$ cat src/rtl/uart_tx_arbiter_if.sv
// uart_tx_arbiter_if: four-requester byte stream bundle (valid/ready, packed data, last)
interface uart_tx_arbiter_if;
  logic [3:0]  req_valid;
  logic [31:0] req_data;
  logic [3:0]  req_last;
  logic [3:0]  req_ready;
  modport master (output req_valid, req_data, req_last, input req_ready);
  modport slave (input req_valid, req_data, req_last, output req_ready);
endinterface

$ cat src/rtl/uart_tx_arbiter.sv
// uart_tx_arbiter: round-robin, packet-locked arbiter of four byte streams onto one UART 8N1 line
module uart_tx_arbiter #(
  parameter int CLKS_PER_BIT = 87
) (
  input  logic             clk,
  input  logic             rst_n,
  uart_tx_arbiter_if.slave req,
  input  logic [3:0]       enable_mask,
  output logic             tx,
  output logic             busy,
  output logic             grant_valid,
  output logic [1:0]       grant_id
);
  typedef enum logic [1:0] {IDLE, START, DATA, STOP} state_t;
  state_t state, state_n;
  logic [15:0] baud;
  logic [2:0] bit_cnt;
  logic [7:0] shreg;
  logic last_q, lock, found, baud_done, release_lock, xfer;
  logic [1:0] rr_ptr, sel, idx;
  logic [3:0] elig;
  always_comb begin
    elig = lock ? (4'(req.req_valid[grant_id] & enable_mask[grant_id]) << grant_id) : req.req_valid & enable_mask;
    sel = rr_ptr;
    idx = rr_ptr;
    found = 1'b0;
    for (int k = 0; k < 4; k++) begin
      idx = rr_ptr + 2'(k);
      if (!found && elig[idx]) begin
        found = 1'b1;
        sel = idx;
      end
    end
    baud_done = baud == 16'(CLKS_PER_BIT - 1);
    release_lock = lock && !enable_mask[grant_id];
    xfer = state == IDLE && found && rst_n;
    req.req_ready = xfer ? 4'b1 << sel : 4'b0;
    state_n = state == IDLE  ? (xfer ? START : IDLE) :
              state == START ? (baud_done ? DATA : START) :
              state == DATA  ? (baud_done && bit_cnt == 3'd7 ? STOP : DATA) :
                               (baud_done ? IDLE : STOP);
  end
  always_ff @(posedge clk or negedge rst_n)
    if (!rst_n) begin
      state <= IDLE;
      baud <= 16'd0;
      bit_cnt <= 3'd0;
      shreg <= 8'd0;
      last_q <= 1'b0;
      lock <= 1'b0;
      rr_ptr <= 2'd0;
      grant_id <= 2'd0;
      grant_valid <= 1'b0;
      tx <= 1'b1;
      busy <= 1'b0;
    end else begin
      state <= state_n;
      busy <= state_n != IDLE;
      baud <= (state == IDLE || baud_done) ? 16'd0 : baud + 16'd1;
      if (xfer) begin
        shreg <= req.req_data[8*sel +: 8];
        last_q <= req.req_last[sel];
        grant_id <= sel;
        grant_valid <= 1'b1;
        lock <= 1'b1;
        tx <= 1'b0;
      end else if (state == IDLE && release_lock) begin
        lock <= 1'b0;
        grant_valid <= 1'b0;
        rr_ptr <= grant_id + 2'd1;
      end
      if (baud_done && state == START) begin
        tx <= shreg[0];
        shreg <= shreg >> 1;
      end
      // shreg[0] always holds the next bit to present; after bit 7 the stop bit follows
      if (baud_done && state == DATA) begin
        bit_cnt <= bit_cnt + 3'd1;
        tx <= bit_cnt == 3'd7 ? 1'b1 : shreg[0];
        shreg <= shreg >> 1;
      end
      if (baud_done && state == STOP && last_q) begin
        lock <= 1'b0;
        grant_valid <= 1'b0;
        rr_ptr <= grant_id + 2'd1;
      end
    end
endmodule

$ cat src/flat_wrapper.sv
// flat-port wrapper written by rule: the top's interface ports become plain ports
module uart_tx_arbiter_flat 
#(
  parameter int CLKS_PER_BIT = 87
)
  (clk, rst_n, enable_mask, tx, busy, grant_valid, grant_id, req_req_valid, req_req_data, req_req_last, req_req_ready);
  uart_tx_arbiter_if req_i ();
  input  logic clk;
  input  logic rst_n;
  input  logic [3:0] enable_mask;
  output logic tx;
  output logic busy;
  output logic grant_valid;
  output logic [1:0] grant_id;
  input wire logic [$bits(req_i.req_valid)-1:0] req_req_valid;
  input wire logic [$bits(req_i.req_data)-1:0] req_req_data;
  input wire logic [$bits(req_i.req_last)-1:0] req_req_last;
  output wire logic [$bits(req_i.req_ready)-1:0] req_req_ready;
  assign req_i.req_valid = req_req_valid;
  assign req_i.req_data = req_req_data;
  assign req_i.req_last = req_req_last;
  assign req_req_ready = req_i.req_ready;
  uart_tx_arbiter #(.CLKS_PER_BIT(CLKS_PER_BIT)) u_core (.clk(clk), .rst_n(rst_n), .req(req_i), .enable_mask(enable_mask), .tx(tx), .busy(busy), .grant_valid(grant_valid), .grant_id(grant_id));
endmodule
$ cat config.mk
export PLATFORM = sky130hd
export DESIGN_NAME = uart_tx_arbiter_flat
export DESIGN_NICKNAME = d
export VERILOG_FILES = /design/src/rtl/uart_tx_arbiter_if.sv /design/src/rtl/uart_tx_arbiter.sv /design/src/flat_wrapper.sv
export SDC_FILE = /design/constraint.sdc
export NUM_CORES = 1
export LEC_CHECK = 0
export BUFFER_PORTS_ARGS = -buffer_cell sky130_fd_sc_hd__buf_2
export CORE_MARGIN = 4
export CORE_UTILIZATION = 50
export CTS_BUF_LIST = sky130_fd_sc_hd__clkbuf_8
export CTS_CLUSTER_SIZE = 20
export DETAILED_ROUTE_END_ITERATION = 12
export GPL_TIMING_DRIVEN = 0
export PLACE_DENSITY = 0.76
export SETUP_SLACK_MARGIN = 0.3
export SYNTH_ARGS = -nofsm -noshare
export SYNTH_HDL_FRONTEND = slang
export SYNTH_SLANG_ARGS = --single-unit
$ cat constraint.sdc
create_clock -name clk -period 2.8 [get_ports clk]
set_input_delay 0.56 -clock clk [delete_from_list [all_inputs] [get_ports clk]]
set_output_delay 0.56 -clock clk [all_outputs]
set_load 0.005 [all_outputs]
======== Word-level counts from Yosys, hierarchy flattened ========
Index checks and enable logic that the tools add are counted.
word-level totals
  register bits after elaboration ......... 37
  input bits .............................. 46
  output and inout bits ................... 9
  word-level logic and storage cells ...... 100
cells by class
  add/subtract/negate cells ............... 6
  magnitude comparators ................... 6
  equal/unequal tests ..................... 6
  shifts and indexed selects .............. 3
  muxes and demuxes ....................... 44
  bitwise operators ....................... 2
  reduce and logical (&&, ||, !) cells .... 23
operators with widths
  kind                                                        count
  variable part select 32 x 6 -> 8 bit                        1
  2-to-1 mux 8 bit                                            3
  2-to-1 mux 2 bit                                            11
  2-to-1 mux 1 bit                                            20
  less-than comparator 2 x 3 -> 1 bit, second input constant  6
  adder 16 x 1 -> 16 bit, second input constant               1
  == test 16 x 7 -> 1 bit, second input constant              1
  2-to-1 mux 16 bit                                           1
  binary-select mux 1 bit (select 2 bit)                      7
  logical AND 1 bit                                           12
  2-to-1 mux 4 bit                                            2
  nonzero test 3 bit                                          2
  adder 2 x 1 -> 2 bit, second input constant                 2
  adder 2 bit, second input constant                          2
  AND 4 bit                                                   1
  == test 2 bit, second input constant                        2
  logical NOT 1 bit                                           4
  nonzero test 2 bit                                          2
  left shift 1 x 2 -> 4 bit, first input constant             1
  left shift 4 x 2 -> 4 bit                                   1
  adder 3 x 1 -> 3 bit, second input constant                 1
  == test 3 bit, second input constant                        1
  == test 2 x 1 -> 1 bit, second input constant               1
  logical NOT 2 bit                                           1
  4 further kinds                                             4

======== Depth between registers and ports, before layout ========
Gate-level depths: netlist (run 1).
  depth in word-level cells ............... 22
  mapped depth ............................ 9
  mapped depth without buffers ............ 8

======== Least setup slack after synthesis (run 1) ========
Ideal clock, no wire load.
  path type ............................... reg2out
  start point ............................. reg u_core.grant_id[0]
  end point ............................... out req_req_ready[2]
  arrival ................................. 1.760 ns
  required time ........................... 2.240 ns
  path slack .............................. 0.480 ns
  stages on the path, launching flop included .. 7
  path buffers ............................ 1
  cells stage by stage .................... dfrtp_1 nand2b_1 a21oi_1 o311a_1 clkbuf_1 nand2_1 nor2_1
on the way
  cells in the longest elaborated chain, start to end .. 20
  elaborated cells between the ends (all ways) .. 32
  those cells by class .................... shift: 2; mux: 21; bitwise: 1; reduce/logical: 8
ends and longest elaborated chain
  what                                    RTL line               RTL
  start, declared                         uart_tx_arbiter.sv:12  output logic [1:0] grant_id
  start signal, assigned                  uart_tx_arbiter.sv:63  grant_id <= sel;
  binary-select mux 1 bit (select 2 bit)  uart_tx_arbiter.sv:23  elig = lock ? (4'(req.req_valid[grant_id] & enable_mask[grant_id]) << grant_id) : req.req_valid & enable_mask;
  2-to-1 mux 1 bit (implied by the code)  uart_tx_arbiter.sv:23
  AND 1 bit                               uart_tx_arbiter.sv:23
  left shift 4 x 2 -> 4 bit (*)           uart_tx_arbiter.sv:23
  2-to-1 mux 4 bit (*)                    uart_tx_arbiter.sv:23
  binary-select mux 1 bit (select 2 bit)  uart_tx_arbiter.sv:29  if (!found && elig[idx]) begin
  2-to-1 mux 1 bit (implied by the code)  uart_tx_arbiter.sv:29
  2-to-1 mux 1 bit                        uart_tx_arbiter.sv:29
  [... 3 more ...]                        -
  logical NOT 1 bit                       uart_tx_arbiter.sv:29
  logical AND 1 bit                       uart_tx_arbiter.sv:29
  2-to-1 mux 1 bit                        uart_tx_arbiter.sv:29
  logical NOT 1 bit                       uart_tx_arbiter.sv:29
  logical AND 1 bit                       uart_tx_arbiter.sv:29
  2-to-1 mux 1 bit                        uart_tx_arbiter.sv:29
  logical AND 1 bit (2 in series)         uart_tx_arbiter.sv:36  xfer = state == IDLE && found && rst_n;
  2-to-1 mux 4 bit (*)                    uart_tx_arbiter.sv:37  req.req_ready = xfer ? 4'b1 << sel : 4'b0;
  end, declared                           flat_wrapper.sv:18     output wire logic [$bits(req_i.req_ready)-1:0] req_req_ready;
Mark *: on every way between the ends. The rest lies on a longest branch, timed or not. The select of a mux whose other input is x is not followed.

======== Worst setup path in the final report (run 1) ========
  start point ............................. reg u_core.grant_id[0]
  end point ............................... out req_req_ready[1]
Same word-level chain as after synthesis.

==> results of run 1 <==
## report_power, final
group | switching [mW] | internal (mW)
Sequential | 0.00340 | 0.536
Combinational | 0.0752 | 0.0791
Clock | 0.187 | 0.169
Total | 0.266 | 0.783
## metal layers
| layer | up-vias | global-route usage (%) | part of all wire (%) |
|---|---|---|---|
| met1 | 940 | 27.7 | 43 |
| met4 | 0 | 6.52 | 1.2 |
| li1 | 979 | - | - |
| met2 | 47 | 34.0 | 51 |
| met5 | - | 0 | 0 |
| met3 | 6 | 2.97 | 4.3 |
## path summary, 6_finish.rpt
path	endpoint	slack (ps)	depth (start not counted)
max in group asynchronous	u_core.tx$_DFFE_PN1P_	2200	1
worst max register to register	u_core.shreg[3]$_DFFE_PN0P_	620	10
worst min register to register	u_core.bit_cnt[0]$_DFFE_PN0P_	480	1
worst min-delay path	u_core.baud[7]$_DFF_PN0_	220	1
worst max-delay path	req_req_ready[1]	210	9
min in group clk	u_core.bit_cnt[0]$_DFFE_PN0P_	480	1
## worst reg2reg max path, stage by stage, from the launching register on
cell and delay [ps]:
dfrtp_2 440, nand2b_4 180, a21o_1 140, a21oi_1 70, o21a_1 200, a221oi_4 250, buf_6 170, buf_12 100
buf_4 150, mux2i_1 230, o221ai_2 120
## stage by stage
stage | cell area, sq um | cells | util [%] | setup slack (ps)
2_1_floorplan | 2220 | 224 | - | 480
3_3_place_gp | 2550 | 328 | 61.5 | -262
3_5_place_dp | 2550 | 328 | 61.5 | -288
4_1_cts | 2810 | 349 | 67.8 | 262
5_1_grt | 2840 | 350 | 68.4 | 136
6_report | 2840 | 350 | 68.4 | 206
## placed cells by master, fill, tap and decap left out, types with 3 or more instances in the layout
cell type	n
o221ai_2	7
dfrtp_1	34
nor2_1	19
buf_2	53
buf_4	14
o21ai_0	5
nand3_1	15
ha_1	4
inv_1	6
o211ai_1	3
nand2_1	14
a21o_1	3
a21oi_1	16
and3_1	11
nand4_1	5
xor2_1	6
buf_6	5
clkbuf_8	6
nand2_2	3
xnor2_1	7
nor3_1	4
or3_1	4
mux2i_1	16
## logic make-up after synthesis
family | share of synthesized area, %
XOR/XNOR | 5.14
buffers and inverters | 3.05
multiplexers | 10.3
AO/OA/AOI/OAI | 17.8
AND/OR/NAND/NOR | 19.6
flip-flops | 41.8
adder cells (fa/ha/maj) | 2.26
## what timing repair did
item	CTS	global route
setup endpoints to repair	4	7
hold endpoints to repair	0	0
pin swaps	4	3
buffers inserted	13	1
gates resized for setup	19	4
## sequential cells by signal, indices dropped and copies added, names as in the netlist, 2 cells and up
register         count
u_core.baud         16
u_core.shreg         8
u_core.rr_ptr        2
u_core.grant_id      2
u_core.bit_cnt       3
u_core.state         2
## final cells by class
| class | count | area, sq um | share of cell area, % |
|---|---|---|---|
| Inverter | 5 | 18.8 | 0.662 |
| Buffer | 8 | 71.3 | 2.51 |
| Multi-Input combinational cell | 174 | 1270 | 44.9 |
| Clock buffer | 5 | 68.8 | 2.43 |
| Sequential cell | 37 | 930 | 32.8 |
| Timing Repair Buffer | 68 | 397 | 14.0 |
| Clock inverter | 3 | 13.8 | 0.485 |
| Tap cell | 50 | 62.6 | 2.21 |
==> results.ini, run 1 <==
[logic_synthesis]
postSynthCellCount=224
syn_avg_cell_area_sq_um=9.90
yosysTopAreaCellShare_pct=40.6
synth_nets=274
dominantRegCellSynth=dfrtp_1
ys_seq_area_share_pct=41.8
yosysMostFrequentCell=dfrtp_1
synthArstFlopShare_pct=100
netlist_area_sq_um=2220
yosys.area.top_type=dfrtp_1
synth-edff-count=0
ys_warn_count=0
synth_seq_cells=37
synth_area_leaders=dfrtp_1 41%, mux2i_1 7.2%, o221ai_2 4.7%
yosysUniqueCellTypes=43
synth_common_cells=36 x dfrtp_1, 20 x nor2_1, 18 x nand2_1, 17 x a21oi_1, 16 x mux2i_1

[grt]
grt_pass1_wl_um=8870
overflow=0
grt_pass1_vias=1964
antenna_found_initial=0
grt_max_degree=40
grt_usage_pct=20.5

[setup_path]
cp_max_fo=6
crit_arrival_ps=2030
crit_required_ps=2240
crit_path_max_incr_delay_ps=440
timing.rr.start=u_core.grant_id[0]$_DFFE_PN0P_
crit_start=u_core.grant_id[0]$_DFFE_PN0P_
critPathKind=flip-flop to output port
start_kind=flip-flop
critical_path.cell_chain=nand2b_4 -> a21o_1 -> a21oi_1 -> o21a_1 -> a221oi_4 -> buf_6 -> nand2_2 -> nor2_1 -> buf_2
cp_top_family=compound AO/OA/AOI/OAI gates
crit_buf_inv=2
critPathSlowestCell=dfrtp_2
endpoint_kind=output port

[cts]
cts_tree=yes
clk_path_buf_depth=2
cts_made_buffers=5
cts.sinks=37
cts.htree.levels=2
clkLatencyLatePin_ps=290
clkTransAtPathRegs_ps=80
cts_hold_buf=0
cts_root_buffer=clkbuf_8

[placement]
hpwl_um=3640
place_congestion=0.771
io_buffers=54

[sta]
worst_slew_pin_slew_ps=636
tns_ps=0
drv_slew=0
hold_viol=0
slew_headroom_pct=57.0
min_period_ps=2590
finalSetupViolCount=0
hold_ws_ps=225
fin_skew_ps=9.37
grt_setup_unrepaired=true
timing.final.crit_share_pct=92.6
fmax_mhz=386

[pwr]
p_per_area_nw_per_um2=370
leakage_nw=1.38
vdd_ir_drop_max_mv=0.283
p_total_mw=1.05

[outcome]
status=finished clean

[floorplan]
ios=55
start_util_pct=53.5
die_h_um=74.6
die_w_um=74.6
core_sq_um=4140
fp.dieArea_sq_um=5560
fp-row-count=23

[run]
cap_viol_max_count=0

[route]
ant_nets=0
drt-total-wl_um=5320
vias_per_cell=5.63
route.detailed.drc=0
drtPass1Iterations=5
vias=1972
wl_per_cell_um=15.2
drtIter0Drc=154

[cells_and_area]
area.growth.synth_to_final_pct=27.9
final_nets=349
n_fill_cell=334
antenna_cells=0
drive_gt1_share_pct=35.7

[worst_hold_path]
hold_class=primary input to asynchronous set/reset pin

Power figures use the tool's default switching activity.
==> run 2, diff against run 1 <==
==> constraint.sdc (replaced) <==
create_clock -name clk -period 2.8 [get_ports clk]
set_input_delay 0.28 -clock clk [delete_from_list [all_inputs] [get_ports clk]]
set_output_delay 0.28 -clock clk [all_outputs]
set_load 0.005 [all_outputs]
==> results.ini, run 2 (same netlist as run 1, synthesis figures left out) <==
[outcome]
status=finished clean

[cells_and_area]
final_cell_mix=55 x buf_2, 34 x dfrtp_1, 20 x nor2_1, 17 x nand2_1
drive_gt1_share_pct=30.6
area.growth.synth_to_final_pct=20.5
final_nets=337
antenna_cells=0
top_regs=u_core.baud: 16 flops, u_core.shreg: 8 flops, u_core.bit_cnt: 3 flops
final_common_cell=buf_2
regMostFlops=u_core.baud
largest_reg_flops=16
design_area_sq_um=2670

[sta]
worst_slew_pin_slew_ps=833
finalSetupViolCount=0
timing.final.crit_share_pct=87.0
grt_setup_unrepaired=true
hold_viol=0
slew_headroom_pct=44.5
fmax_mhz=410
fin_skew_ps=8.42
drv_slew=0
tns_ps=0
min_period_ps=2440

[grt]
overflow=0
grt_pass1_wl_um=8350
antenna_found_initial=0
grt_max_degree=40
grt_pass1_vias=1871
grt_usage_pct=19.2

[setup_path]
critPathSlowestCell=dfrtp_2
endpoint_kind=output port
crit_required_ps=2520
crit_buf_inv=2
crit_start=u_core.grant_id[1]$_DFFE_PN0P_
critical_path.cell_chain=nand2b_1 -> a21o_1 -> nand2_1 -> o311a_1 -> clkbuf_2 -> nand2_2 -> nor2_1 -> buf_2
cp_top_family=simple AND/OR/NAND/NOR gates
crit_arrival_ps=2160
cp_max_fo=9
crit_path_max_incr_delay_ps=450
start_kind=flip-flop
critPathKind=flip-flop to output port
timing.rr.start=u_core.grant_id[0]$_DFFE_PN0P_

[floorplan]
fp-row-count=23
die_w_um=74.6
start_util_pct=53.5
die_h_um=74.6
core_sq_um=4140
ios=55
fp.dieArea_sq_um=5560

[route]
route.detailed.drc=0
wl_per_cell_um=14.7
drtPass1Iterations=4
vias=1926
drtIter0Drc=159
vias_per_cell=5.70
drt-total-wl_um=4960
ant_nets=0

[pwr]
p_int_mw=0.771
p_per_area_nw_per_um2=384
leakage_nw=1.30
seq_power_share_pct=52.5
switchingPower_mw=0.255
switching_share_pct=24.9
pwr-share-clk_pct=34.4
vdd_ir_drop_max_mv=0.300
p_comb_share_pct=13.1

[placement]
dpl_cell_area_sq_um=2550
hpwl_um=3640
io_buffers=54
place_congestion=0.771

[cts]
clkTransAtPathRegs_ps=70
cts_hold_buf=0
cts_tree=yes
cts_made_buffers=5
clkLatencyLatePin_ps=290
cts_root_buffer=clkbuf_8
cts.htree.levels=2
clk_path_buf_depth=2
cts.sinks=37

[worst_hold_path]
hold_class=primary input to asynchronous set/reset pin

[run]
cap_viol_max_count=0

==> run 2: cell types whose count changed in the layout (fill, tap and decap cells not counted), sizes merged <==
| cell | delta |
|---|---|
| buf | -13 |
| clkbuf | +1 |
==> run 2: path summary, 6_finish.rpt <==
path | cells after the start | slack, ps | to
hold / removal | 1 | 90 | u_core.baud[1]$_DFF_PN0_
min in group clk | 3 | 310 | u_core.shreg[5]$_DFFE_PN0P_
setup / recovery | 8 | 360 | req_req_ready[2]
max in group asynchronous | 1 | 2130 | u_core.grant_id[0]$_DFFE_PN0P_
hold reg to reg | 1 | 480 | u_core.bit_cnt[0]$_DFFE_PN0P_
setup reg to reg | 9 | 580 | u_core.shreg[0]$_DFFE_PN0P_
==> run 2: per-stage QoR <==
stage | setup slack, ps | utilization, % | std cells | hold WS, ps | power [mW]
6_report | 363 | 64.5 | 338 | 94.1 | 1.03
3_5_place_dp | 272 | 61.5 | 328 | 432 | 0.679
5_1_grt | 212 | 64.5 | 338 | 160 | 1.07
4_1_cts | 340 | 64.1 | 338 | 122 | 1.03
2_1_floorplan | 760 | - | 224 | -15.6 | 0.625
3_3_place_gp | 298 | 61.5 | 328 | 423 | 0.674
==> run 2: repair_timing <==
| item | 4_1_cts | 5_1_grt |
|---|---|---|
| setup buffers | 2 | 0 |
| endpoints found under the setup margin | 4 | 7 |
| gates resized for setup | 4 | 5 |
| cloned | 0 | 0 |
| pin swaps | 2 | 0 |
==> run 2: power by group through the flow <==
stage | Sequential, mW | Combinational (mW) | Clock [mW]
2_1_floorplan | 0.548 | 0.0770 | 0
4_1_cts | 0.539 | 0.136 | 0.360
3_3_place_gp | 0.549 | 0.126 | 0
6_report | 0.539 | 0.134 | 0.353
3_5_place_dp | 0.549 | 0.130 | 0
5_1_grt | 0.539 | 0.149 | 0.385
==> run 2: routing by layer <==
layer  vias to the layer above  part of all wire (%)  track usage (%)
met2                        53                    51             30.8
met1                       916                    43             26.6
li1                        951                     -                -
met4                         0                   1.4             6.92
met3                         6                   4.6             2.84
met5                         -                     0                0
==> run 2: layout make-up <==
class | instances | area, sq um
repair buffers | 56 | 285
multi-input cells | 174 | 1230
clock buffers | 5 | 68.8
clock inverters | 3 | 13.8
inverters | 5 | 18.8
flip-flops and latches | 37 | 930
well taps | 50 | 62.6
fillers | 367 | 1470
plain buffers | 8 | 58.8
==> run 2: worst reg2reg max path: stages, from the launching register on <==
cell and delay, ps:
dfrtp_2 440, nand2_1 120, a21oi_4 260, a21oi_1 70, o21a_1 210, a221oi_4 240
buf_4 190, buf_6 170, mux2i_1 280, o221ai_2 110
==> run 3, diff against run 2 <==
--- a/config.mk
+++ b/config.mk
@@ -8,7 +8,7 @@
 export BUFFER_PORTS_ARGS = -buffer_cell sky130_fd_sc_hd__buf_2
 export CORE_MARGIN = 4
 export CORE_UTILIZATION = 50
-export CTS_BUF_LIST = sky130_fd_sc_hd__clkbuf_8
+export CTS_BUF_LIST = sky130_fd_sc_hd__clkbuf_16
 export CTS_CLUSTER_SIZE = 20
 export DETAILED_ROUTE_END_ITERATION = 12
 export GPL_TIMING_DRIVEN = 0
==> results.ini, run 3 (same netlist as run 1, synthesis figures left out) <==
[cells_and_area]
drive_gt1_share_pct=30.6
regMostFlops=u_core.baud
utilization_pct=66.0
area.growth.synth_to_final_pct=23.4
final_cells=338
design_area_sq_um=2740
top_regs=u_core.baud: 16 flops, u_core.shreg: 8 flops, u_core.bit_cnt: 3 flops
largest_reg_flops=16
antenna_cells=0
final_common_cell=buf_2
final_cell_mix=55 x buf_2, 34 x dfrtp_1, 20 x nor2_1, 17 x nand2_1
final_nets=337

[placement]
placed_cells=328
place_congestion=0.771
dpl_cell_area_sq_um=2550
dp_slack_ps=272
hpwl_um=3640
io_buffers=54

[sta]
timing.final.crit_share_pct=85.2
grt_setup_unrepaired=true
min_period_ps=2390
drv_slew=0
worst_slew_pin_slew_ps=850
hold_viol=0
fin_ws_ps=415
slew_headroom_pct=43.3
tns_ps=0
fmax_mhz=419
fin_skew_ps=7.60
hold_ws_ps=104
finalSetupViolCount=0

[setup_path]
crit_required_ps=2520
crit_arrival_ps=2110
critPathKind=flip-flop to output port
start_kind=flip-flop
path_common_cell=nand2_1
critical_path.cell_chain=nand2_1 -> a21oi_4 -> a21oi_1 -> o21a_1 -> a221oi_4 -> buf_6 -> nand2_1 -> nor2_1 -> buf_2
cp_max_fo=10
critPathSlowestCell=dfrtp_2
endpoint_kind=output port
crit_start=u_core.grant_id[0]$_DFFE_PN0P_
timing.rr.start=u_core.grant_id[0]$_DFFE_PN0P_
crit_path_max_incr_delay_ps=440

[grt]
grt_usage_pct=19.6
grt_pass1_wl_um=8500
antenna_found_initial=0
overflow=0
grt_pass1_vias=1864
grt_max_degree=40

[cts]
cts.htree.levels=2
clkLatencyLatePin_ps=280
cts_hold_buf=0
cts_root_buffer=clkbuf_16
cts_made_buffers=5
cts.sinks=37
clkTransAtPathRegs_ps=60
cts_tree=yes
clk_path_buf_depth=2

[floorplan]
core_sq_um=4140
die_h_um=74.6
ios=55
fp.dieArea_sq_um=5560
die_w_um=74.6
fp-row-count=23
start_util_pct=53.5

[route]
vias_per_cell=5.73
drtPass1Iterations=4
ant_nets=0
wl_per_cell_um=14.9
route.detailed.drc=0
vias=1937
drtIter0Drc=166
drt-total-wl_um=5050

[pwr]
leakage_nw=1.33
vdd_ir_drop_max_mv=0.314
p_per_area_nw_per_um2=440
p_total_mw=1.20

[worst_hold_path]
hold_class=primary input to asynchronous set/reset pin

[run]
cap_viol_max_count=0

[outcome]
status=finished clean

run 3: cell counts in the layout (fill, tap and decap cells not counted):
Identical to the previous run, type by type.
run 3: layer usage:
| layer | GRT usage [%] | share of wire (%) |
|---|---|---|
| met1 | 27.1 | 44 |
| met2 | 31.6 | 50 |
| met3 | 2.84 | 4.2 |
| met4 | 7.11 | 1.2 |
| met5 | 0 | 0 |
run 3: timing repair:
item                       in CTS  in global routing
hold endpoints to repair        0                  0
cloned                          0                  0
setup endpoints to repair       4                  3
buffers inserted                1                  1
pin swaps                       1                  1
resized for setup               5                  7
run 3: worst paths after layout:
check	to	slack (ps)	cells after the start
setup / recovery	req_req_ready[1]	410	9
setup reg to reg	u_core.shreg[0]$_DFFE_PN0P_	590	9
hold reg to reg	u_core.bit_cnt[0]$_DFFE_PN0P_	480	1
max in group asynchronous	u_core.grant_id[0]$_DFFE_PN0P_	2100	1
hold / removal	u_core.baud[7]$_DFF_PN0_	100	1
min in group clk	u_core.shreg[5]$_DFFE_PN0P_	320	3
run 3: report_power, final:
group	leakage (nW)	switching (mW)	internal (mW)	total, mW
sequential	0.481	0.00317	0.537	0.540
combinational	0.774	0.0692	0.0667	0.136
clock	0.0748	0.206	0.323	0.529
run 3: area by class of cell:
| class | count | area, sq um |
|---|---|---|
| buffer | 8 | 61.3 |
| clock buffer | 5 | 125 |
| clock inverter | 3 | 13.8 |
| fill | 357 | 1410 |
| inverter | 5 | 18.8 |
| multi-input combinational | 174 | 1240 |
| sequential | 37 | 930 |
| tap | 50 | 62.6 |
| timing repair buffer | 56 | 285 |
run 3: worst max-delay path, delay by kind of cell (launching register included):
kind,cells,cell delay [ps]
simple gates,3,280
flops,1,440
buf+inv,2,320
compound gates,4,780
